**src/rtl/key_debouncer.sv**
```systemverilog
// ============================================================================
// Module   : key_debouncer
// Purpose  : Per-channel two-flop synchronizer plus counting debouncer for
//            raw front-panel keys; presents clean levels to the edge detector.
// Revision : 1.0 - initial release
// ============================================================================
`default_nettype none

module key_debouncer #(
  parameter int CHANNELS      = 5,
  parameter int STABLE_CYCLES = 2_000_000,
  parameter int CW            = $clog2(STABLE_CYCLES + 1)
) (
  input  logic                clk,
  input  logic                rst,
  input  logic [CHANNELS-1:0] raw_in,
  output logic [CHANNELS-1:0] level_out,
  output logic [CHANNELS-1:0] settling,
  output logic                any_settling
);

  typedef enum logic {
    ST_STABLE    = 1'b0,
    ST_CANDIDATE = 1'b1
  } state_e;

  localparam logic [CW-1:0] C_CNT_LAST = CW'(STABLE_CYCLES - 1);
  localparam logic [CW-1:0] C_CNT_ONE  = CW'(1);

  for (genvar i = 0; i < CHANNELS; i++) begin : g_ch
    logic          s1_q;
    logic          s2_q;
    logic          level_q;
    logic          level_d;
    state_e        state_q;
    state_e        state_d;
    logic [CW-1:0] cnt_q;
    logic [CW-1:0] cnt_d;

    always_ff @(posedge clk) begin
      if (rst) begin
        s1_q    <= 1'b0;
        s2_q    <= 1'b0;
        level_q <= 1'b0;
        state_q <= ST_STABLE;
        cnt_q   <= '0;
      end else begin
        s1_q    <= raw_in[i];
        s2_q    <= s1_q;
        level_q <= level_d;
        state_q <= state_d;
        cnt_q   <= cnt_d;
      end
    end

    // Any sample matching the current level aborts the candidate, so a
    // bounce restarts the count from one on the next mismatch.
    always_comb begin
      state_d = state_q;
      cnt_d   = cnt_q;
      level_d = level_q;
      case (state_q)
        ST_STABLE: begin
          if (s2_q != level_q) begin
            state_d = ST_CANDIDATE;
            cnt_d   = C_CNT_ONE;
          end
        end
        ST_CANDIDATE: begin
          if (s2_q == level_q) begin
            state_d = ST_STABLE;
            cnt_d   = '0;
          end else if (cnt_q == C_CNT_LAST) begin
            level_d = s2_q;
            state_d = ST_STABLE;
            cnt_d   = '0;
          end else begin
            cnt_d = cnt_q + C_CNT_ONE;
          end
        end
        default: begin
          state_d = ST_STABLE;
          cnt_d   = '0;
        end
      endcase
    end

    assign level_out[i] = level_q;
    assign settling[i]  = (state_q == ST_CANDIDATE);
  end

  assign any_settling = |settling;

endmodule

`default_nettype wire

```
**config.mk**
```make
export PLATFORM = sky130hd
export DESIGN_NAME = key_debouncer
export DESIGN_NICKNAME = d
export VERILOG_FILES = /design/src/rtl/key_debouncer.sv
export SDC_FILE = /design/constraint.sdc
export NUM_CORES = 1
export LEC_CHECK = 0
export ABC_AREA = 1
export CORE_ASPECT_RATIO = 1.2
export CORE_MARGIN = 1.5
export CORE_UTILIZATION = 55
export CTS_BUF_LIST = sky130_fd_sc_hd__clkbuf_2 sky130_fd_sc_hd__clkbuf_4 sky130_fd_sc_hd__clkbuf_8
export DETAILED_ROUTE_END_ITERATION = 10
export PLACE_DENSITY = 0.72
export SYNTH_ARGS = -nofsm -noshare
export SYNTH_HDL_FRONTEND = slang
export SYNTH_SLANG_ARGS = --single-unit
export TNS_END_PERCENT = 20
```
**constraint.sdc**
```tcl
create_clock -name clk -period 2.9 [get_ports clk]
set_clock_uncertainty 0.1 [all_clocks]
set_input_delay 0.58 -clock clk [delete_from_list [all_inputs] [get_ports clk]]
set_output_delay 0.58 -clock clk [all_outputs]
set_load 0.1 [all_outputs]
```
==> impl_metrics.env, run 1 <==
export IMPL_worstMarginPinSlew_ps=794
export IMPL_grt_pass1_vias=6047
export IMPL_synth_flop_cell="dfxtp_1"
export IMPL_dp_slack_ps=1010
export IMPL_worstReg2RegStart="g_ch[4].cnt_q[0]"
export IMPL_synth_top_area_share_pct=35.7
export IMPL_vias=6472
export IMPL_required_ps=2220
export IMPL_fmax_mhz=454
export IMPL_postCtsHoldBufs=0
export IMPL_synth_edf_count=0
export IMPL_hold_slack_ps=307
export IMPL_fin_crit_sh_pct=75.9
export IMPL_portBuffers=17
export IMPL_antenna_left=0
export IMPL_min_path_type="reg -> reg"
export IMPL_drv_slew=0
export IMPL_postSynth_asyncResetShare_pct=0
export IMPL_drive_above_1_share_pct=8.72
export IMPL_p_int_mw=2.51
export IMPL_fp_dieW_um=106
export IMPL_start_util_pct=55.8
export IMPL_power_share_sequential_pct=53.0
export IMPL_place_area_sq_mm=0.00719
export IMPL_viasPerCell=5.02
export IMPL_switching_share_pct=23.7
export IMPL_grt_overflow=0
export IMPL_synth_seq_cells=125
export IMPL_nFillCells=1236
export IMPL_path_class="reg -> out"
export IMPL_synthesis_instances=1107
export IMPL_powerDensity_mw_per_mm2=435
export IMPL_crit_arrival_ps=1520
export IMPL_core_area_sq_mm=0.0126
export IMPL_cts_resized=0
export IMPL_synth_area_per_cell_sq_um=6.33
export IMPL_netlist_area_sq_mm=0.00701
export IMPL_grt_pass1_wl_um=26300
export IMPL_tns_ps=0
export IMPL_p_switching_mw=0.779
export IMPL_yosysWarnings=0
export IMPL_critPathLaunchType="flop"
export IMPL_postCtsSetupBuffers=0
export IMPL_grtUsageTotal_pct=23.9
export IMPL_dp_cells=1258
export IMPL_vdd_drop_max_mv=0.281
export IMPL_cts_clk_slew_worst_paths_ps=70
export IMPL_ys_types=40
export IMPL_rsz0062_at_grt="false"
export IMPL_maxCapViolations=0
export IMPL_worstHoldStart="g_ch[2].s1_q"
export IMPL_utilization_pct=60.1
export IMPL_ys_seq_area_share_pct=35.7
export IMPL_dpl_hpwl_um=10400
export IMPL_maxSlewHeadroom_pct=47.0
export IMPL_grt_max_degree=50
export IMPL_cts_tree="done"
export IMPL_die_area_sq_mm=0.0134
export IMPL_drt_iter0_markers=285
export IMPL_pwr_share_clk_pct=42.9
export IMPL_drc=0
export IMPL_fin_total_pwr_mw=3.28
export IMPL_diodes=0
export IMPL_period_needed_ps=2200
export IMPL_leakage_nw=2.66
export IMPL_final_instance_count_excl_fill=1288
export IMPL_cp_max_fo=8
export IMPL_htree_levels=4
export IMPL_clockRootBuffer="clkbuf_8"
export IMPL_totalWireLength_um=15000
export IMPL_ios=18
export IMPL_pwr_share_comb_pct=4.1
export IMPL_std_cell_rows=45
export IMPL_fin_ws_ps=699
export IMPL_die_h_um=127
export IMPL_setup_viol=0
export IMPL_grt_antenna_before_repair=0
export IMPL_area_delta_synth_final_pct=7.69
export IMPL_yosys_area_top_type="dfxtp_1"
export IMPL_cts_buffers_inserted=17
export IMPL_fin_area_sq_mm=0.00755
export IMPL_crit_start="g_ch[2].state_q"
export IMPL_layout_commonest_cell="nand2_1"
export IMPL_insertion_delay_ps=450
export IMPL_synthTopCellsByArea="dfxtp_1 36%, nand2_1 19%, nor2_1 7.8%"
export IMPL_avgRoutedWirePerCell_um=11.6
export IMPL_cts_sinks=125
export IMPL_cp_end_kind="output pin"
export IMPL_status="finished, final reports clean"
export IMPL_hold_viol=0
export IMPL_cts_buffer_depth=2
export IMPL_globalplace_congestion=0.861
export IMPL_final_cell_mix="362 x nand2_1, 146 x nor2_1, 125 x dfxtp_1"
export IMPL_syn_nets=1119
export IMPL_fin_nets=1125
export IMPL_first_pass_iters=4
## sequential cells by signal (all words and copies together), names as in the netlist
register      cells
g_ch.s2_q         5
g_ch.level_q      5
g_ch.s1_q         5
g_ch.state_q      5
g_ch.cnt_q      105
## cell families (layout without fill, tap and decap cells)
logic type | count (synthesis) | count (layout) | synth area share [%]
buffers and inverters | 154 | 171 | 9.39
xor gates and xnor gates | 27 | 27 | 3.48
AOI/OAI and AO/OA | 171 | 171 | 13.3
adders and majority gates | 5 | 5 | 0.892
DFF | 125 | 125 | 35.7
and+or+nand+nor | 625 | 625 | 37.3
## cell usage after synthesis, drive strengths merged, types with 2 or more instances
| cell type | n |
|---|---|
| xor2 | 20 |
| nor3 | 15 |
| nand4 | 7 |
| buf | 20 |
| o21a | 2 |
| clkbuf | 17 |
| o2111ai | 2 |
| xnor2 | 7 |
| o211ai | 3 |
| o21bai | 2 |
| nand3 | 70 |
| ha | 5 |
| nand3b | 2 |
| a21oi | 103 |
| nand2 | 367 |
| or2 | 5 |
| nor2 | 158 |
| o21ai | 55 |
| dfxtp | 125 |
| inv | 116 |
## final timing paths
path | cells after the start | slack (ps) | to
worst max-delay path | 3 | 700 | any_settling
worst min-delay path | 2 | 310 | g_ch[2].s2_q
worst max register to register | 8 | 970 | g_ch[4].cnt_q[17]
worst min register to register | 2 | 310 | g_ch[2].s2_q
## layer usage
layer,share of wire [%],routed length (um),GRT usage (%)
met4,2.0,297,10.6
met2,48,7180,41.6
met5,0,0,0
met3,2.4,364,4.27
met1,48,7150,28.7
## power groups by stage
stage / Sequential, mW / Combinational (mW) / Clock [mW]
detailed placement: 1.78 / 0.135 / 0
global route: 1.74 / 0.146 / 1.51
global placement: 1.78 / 0.134 / 0
floorplan: 1.78 / 0.0977 / 0
finish: 1.74 / 0.133 / 1.41
CTS: 1.74 / 0.135 / 1.44
## final cells by class
cell class	count	area [sq um]	share of cell area, %
repair buffers	24	190	2.52
multi-input cells	828	3850	51.0
flip-flops and latches	125	2500	33.1
clock inverters	8	67.6	0.895
inverters	117	444	5.88
clock buffers	22	290	3.84
well taps	164	205	2.72
## worst max-delay path, cell delays in order (launching register included)
cell	delay (ps)
dfxtp_1	390
nor3_1	290
nand3_1	130
buf_4	250
Power figures use the tool's default switching activity.
==> run 2: changes to the inputs <==
- PLACE_DENSITY: 0.72 -> 0.75
- clock period: 2.9 -> 1.9 ns (I/O delays scaled with it)
==> run 2 against run 1 <==
  * Largest power group is now the clock network
  * Sequential power grew 52%
  * Via count grew 2.7%
  * Worst setup slack lost 640 ps
  * First-iteration DRC count grew 15%
  * Wire length grew 0.73%
  * Die area is the same
  * Highest routed layer unchanged
  * Non-clock buffer count grew 14
  * Global-route usage grew 0.054 points
  * Sequential share of layout area shrank 1.7 points
  * Clock power grew 95%
==> impl_metrics.env, run 2 (same netlist as run 1, synthesis figures left out) <==
export IMPL_cts_buffers_inserted=17
export IMPL_setup_viol=0
export IMPL_period_needed_ps=1840
export IMPL_crit_family="flip-flops"
export IMPL_fin_area_sq_mm=0.00799
export IMPL_grt_max_degree=30
export IMPL_critPathLaunchType="flop"
export IMPL_first_pass_iters=4
export IMPL_grt_antenna_before_repair=0
export IMPL_top_register="g_ch.cnt_q"
export IMPL_area_delta_synth_final_pct=13.9
export IMPL_grt_pass1_vias=6159
export IMPL_worstMarginPinSlew_ps=444
export IMPL_dpl_hpwl_um=10300
export IMPL_diodes=0
export IMPL_grtUsageTotal_pct=23.9
export IMPL_ios=18
export IMPL_fin_nets=1139
export IMPL_nFillCells=1201
export IMPL_cp_max_fo=5
export IMPL_clockRootBuffer="clkbuf_8"
export IMPL_viasPerCell=5.10
export IMPL_die_area_sq_mm=0.0134
export IMPL_insertion_delay_ps=450
export IMPL_fp_dieW_um=106
export IMPL_cpPeakStageDelay_ps=380
export IMPL_core_area_sq_mm=0.0126
export IMPL_cp_slowest_cell="dfxtp_4"
export IMPL_portBuffers=17
export IMPL_fin_total_pwr_mw=5.64
export IMPL_avgRoutedWirePerCell_um=11.6
export IMPL_totalWireLength_um=15100
export IMPL_fin_ws_ps=61.9
export IMPL_cts_buffer_depth=2
export IMPL_grt_pass1_wl_um=26300
export IMPL_crit_arrival_ps=1360
export IMPL_fmax_mhz=544
export IMPL_maxSlewHeadroom_pct=70.3
export IMPL_htree_levels=4
export IMPL_grt_overflow=0
export IMPL_globalplace_congestion=0.871
export IMPL_fin_crit_sh_pct=96.7
export IMPL_drv_slew=0
export IMPL_maxCapViolations=0
export IMPL_layout_commonest_cell="nand2_1"
export IMPL_hold_slack_ps=215
export IMPL_cts_tree="done"
export IMPL_std_cell_rows=45
export IMPL_hold_viol=0
export IMPL_vias=6649
export IMPL_drt_iter0_markers=327
export IMPL_powerDensity_mw_per_mm2=707
export IMPL_start_util_pct=55.8
export IMPL_dp_slack_ps=63.7
export IMPL_leakage_nw=2.85
export IMPL_status="finished, final reports clean"
export IMPL_final_cell_mix="360 x nand2_1, 144 x nor2_1, 119 x dfxtp_1"
export IMPL_antenna_left=0
export IMPL_drc=0
export IMPL_crit_chain="nor3_4 -> nand3_2 -> buf_12"
export IMPL_min_path_type="in -> reg"
export IMPL_rsz0062_at_grt="true"
export IMPL_drive_above_1_share_pct=11.1
export IMPL_vdd_drop_max_mv=0.506
export IMPL_place_area_sq_mm=0.00742
export IMPL_required_ps=1420
export IMPL_die_h_um=127
export IMPL_tns_ps=0
export IMPL_cts_clk_slew_worst_paths_ps=70
export IMPL_path_class="reg -> out"
export IMPL_cts_sinks=125
export IMPL_cp_end_kind="output pin"
export IMPL_worstPathBufferInverterCount=1
export IMPL_largest_reg_flops=105
-- run 2: changes by cell type in the layout (fill, tap and decap cells not counted), sizes merged --
cell,before,now
clkinvlp,1,3
buf,19,33
clkinv,7,4
bufinv,1,5
clkbuf,22,21
-- run 2: layout make-up --
cell class,count,area (sq um),share of cell area (%)
multi-input cells,828,3890,48.7
flip-flops and latches,125,2510,31.4
repair buffers,38,458,5.73
inverters,117,449,5.62
clock buffers,21,283,3.54
well taps,164,205,2.57
clock inverters,11,188,2.35
-- run 2: what timing repair did --
item / CTS / global route
setup endpoints to repair: 1 / 64
resized for setup: 4 / 16
hold buffers: 0 / 0
setup buffers: 0 / 4
pin swaps: 1 / 2
-- run 2: worst paths after layout --
check | slack (ps) | to | cells after the start | start
worst max-delay path | 60 | any_settling | 3 | g_ch[4].state_q
worst max register to register | 60 | g_ch[3].cnt_q[18] | 11 | g_ch[3].cnt_q[3]
worst min register to register | 310 | g_ch[3].s2_q | 2 | g_ch[3].s1_q
worst min-delay path | 220 | g_ch[2].s1_q | 2 | rst
-- run 2: metal layers --
layer	up-vias	wire, um	track usage (%)
li1	3543	-	-
met1	2990	6850	27.6
met2	96	7460	43.2
met3	20	552	5.09
met4	0	242	8.98
met5	-	0	0
-- run 2: per-stage QoR --
| step | cells | utilization, % |
|---|---|---|
| 4_1_cts | 1300 | 63.0 |
| 3_5_place_dp | 1268 | 59.1 |
| 3_3_place_gp | 1268 | 59.1 |
| 5_1_grt | 1304 | 63.6 |
| 2_1_floorplan | 1107 | - |
| 6_report | 1304 | 63.6 |
-- run 2: where the power goes --
part           total [mW]  internal [mW]  switching [mW]
clock                2.75           1.67            1.08
sequential           2.65           2.64          0.0168
combinational       0.239         0.0761           0.163
total                5.64           4.39            1.26
==> run 3: changes to the inputs <==
- HOLD_SLACK_MARGIN: unset -> 0.12
- SKIP_CTS_REPAIR_TIMING: unset -> 1
==> run 3 against run 2 <==
  * Wire length about the same
  * Largest cell class unchanged
  * Sequential cell count stayed put
  * Clock power about the same
  * Global-route usage stayed put
  * Register-to-register slack barely moved
  * Die area unchanged
  * Sequential share of layout area about the same
  * Count of clock-buffer cells in the layout is the same
==> impl_metrics.env, run 3 (same netlist as run 1, synthesis figures left out) <==
export IMPL_dpl_hpwl_um=10300
export IMPL_grt_overflow=0
export IMPL_vdd_drop_max_mv=0.507
export IMPL_avgRoutedWirePerCell_um=11.6
export IMPL_cts_buffer_depth=2
export IMPL_grt_max_degree=30
export IMPL_pwr_share_comb_pct=4.2
export IMPL_fmax_mhz=547
export IMPL_grt_pass1_wl_um=26300
export IMPL_insertion_delay_ps=450
export IMPL_worstHoldStart="rst"
export IMPL_p_int_mw=4.39
export IMPL_totalWireLength_um=15100
export IMPL_drive_above_1_share_pct=11.1
export IMPL_std_cell_rows=45
export IMPL_ios=18
export IMPL_fin_area_sq_mm=0.00799
export IMPL_start_util_pct=55.8
export IMPL_cts_clk_slew_worst_paths_ps=70
export IMPL_drt_iter0_markers=352
export IMPL_diodes=0
export IMPL_leakage_nw=2.85
export IMPL_drv_slew=0
export IMPL_cp_end_kind="flop"
export IMPL_tns_ps=0
export IMPL_fin_crit_sh_pct=96.2
export IMPL_grt_pass1_vias=6173
export IMPL_antenna_left=0
export IMPL_portBuffers=17
export IMPL_status="finished, final reports clean"
export IMPL_switching_share_pct=22.3
export IMPL_critPathLaunchType="flop"
export IMPL_grtUsageTotal_pct=23.9
export IMPL_p_switching_mw=1.26
export IMPL_die_h_um=127
export IMPL_powerDensity_mw_per_mm2=706
export IMPL_crit_start="g_ch[3].cnt_q[3]"
export IMPL_path_class="reg -> reg"
export IMPL_core_area_sq_mm=0.0126
export IMPL_die_area_sq_mm=0.0134
export IMPL_clockRootBuffer="clkbuf_8"
export IMPL_cts_buffers_inserted=17
export IMPL_fp_dieW_um=106
export IMPL_min_path_type="in -> reg"
export IMPL_fin_nets=1139
export IMPL_multi_input_area_sq_mm=0.00390
export IMPL_globalplace_congestion=0.871
export IMPL_ff_latch_area_sq_mm=0.00251
export IMPL_cts_sinks=125
export IMPL_final_cell_mix="360 x nand2_1, 144 x nor2_1, 119 x dfxtp_1"
export IMPL_required_ps=2150
export IMPL_cp_max_fo=15
export IMPL_htree_levels=4
export IMPL_area_delta_synth_final_pct=14.0
export IMPL_largest_reg_flops=105
export IMPL_period_needed_ps=1830
export IMPL_top_register="g_ch.cnt_q"
export IMPL_nFillCells=1201
export IMPL_rsz0062_at_grt="true"
export IMPL_place_area_sq_mm=0.00742
export IMPL_worstMarginPinSlew_ps=444
export IMPL_drc=0
export IMPL_worstReg2RegStart="g_ch[3].cnt_q[3]"
export IMPL_hold_viol=0
export IMPL_viasPerCell=5.11
export IMPL_maxSlewHeadroom_pct=70.3
export IMPL_crit_arrival_ps=2080
export IMPL_first_pass_iters=5
export IMPL_maxCapViolations=0
export IMPL_vias=6657
export IMPL_power_share_sequential_pct=47.0
export IMPL_grt_antenna_before_repair=0
export IMPL_pwr_share_clk_pct=48.7
export IMPL_setup_viol=0
export IMPL_cts_tree="done"
export IMPL_layout_commonest_cell="nand2_1"
==> run 3: power by group through the flow <==
stage               Clock, mW  Sequential [mW]  Combinational [mW]
detailed placement          0             2.71               0.237
global route             2.89             2.66               0.261
CTS                      2.79             2.65               0.238
floorplan                   0             2.71               0.149
finish                   2.75             2.65               0.239
global placement            0             2.71               0.235
==> run 3: cell type report <==
cell class              count  area share (%)
multi-input cells         828            48.8
clock inverters            11            2.35
well taps                 164            2.57
repair buffers             38            5.73
clock buffers              21            3.54
flip-flops and latches    125            31.4
inverters                 117            5.62
==> run 3: worst max-delay path, cell delays in order, from the launching register on <==
cell	delay (ps)
dfxtp_1	400
nand2_1	90
nor2_1	220
nand2_1	150
nor2_4	170
a21oi_4	90
buf_12	160
buf_4	140
nand2_1	50
nand3_1	70
nand2_1	60
inv_1	30
==> run 3: worst paths after layout <==
check | depth (start not counted) | slack, ps | to
hold reg to reg | 2 | 310 | g_ch[3].s2_q
hold / removal | 2 | 210 | g_ch[2].s1_q
setup / recovery | 11 | 70 | g_ch[3].cnt_q[18]
setup reg to reg | 11 | 70 | g_ch[3].cnt_q[18]
==> run 3: per-stage QoR <==
| stage | cells | util [%] | worst slack (ps) | power [mW] | hold WS, ps |
|---|---|---|---|---|---|
| 5_1_grt | 1304 | 63.6 | -46.9 | 5.81 | 219 |
| 3_3_place_gp | 1268 | 59.1 | 72.1 | 2.95 | 289 |
| 2_1_floorplan | 1107 | - | 40.2 | 2.86 | 288 |
| 6_report | 1304 | 63.6 | 72.7 | 5.64 | 213 |
| 3_5_place_dp | 1268 | 59.1 | 63.7 | 2.95 | 302 |
| 4_1_cts | 1300 | 62.8 | -195 | 5.68 | 201 |
==> run 3: metal layers <==
layer | share of wire, % | wire length (um) | GRT usage, % | vias up
met5 | 0 | 0 | 0 | -
met4 | 1.5 | 225 | 9.54 | 0
met3 | 3.5 | 533 | 5.09 | 19
met2 | 49 | 7430 | 42.9 | 100
met1 | 46 | 6910 | 27.6 | 2993
li1 | - | - | - | 3545
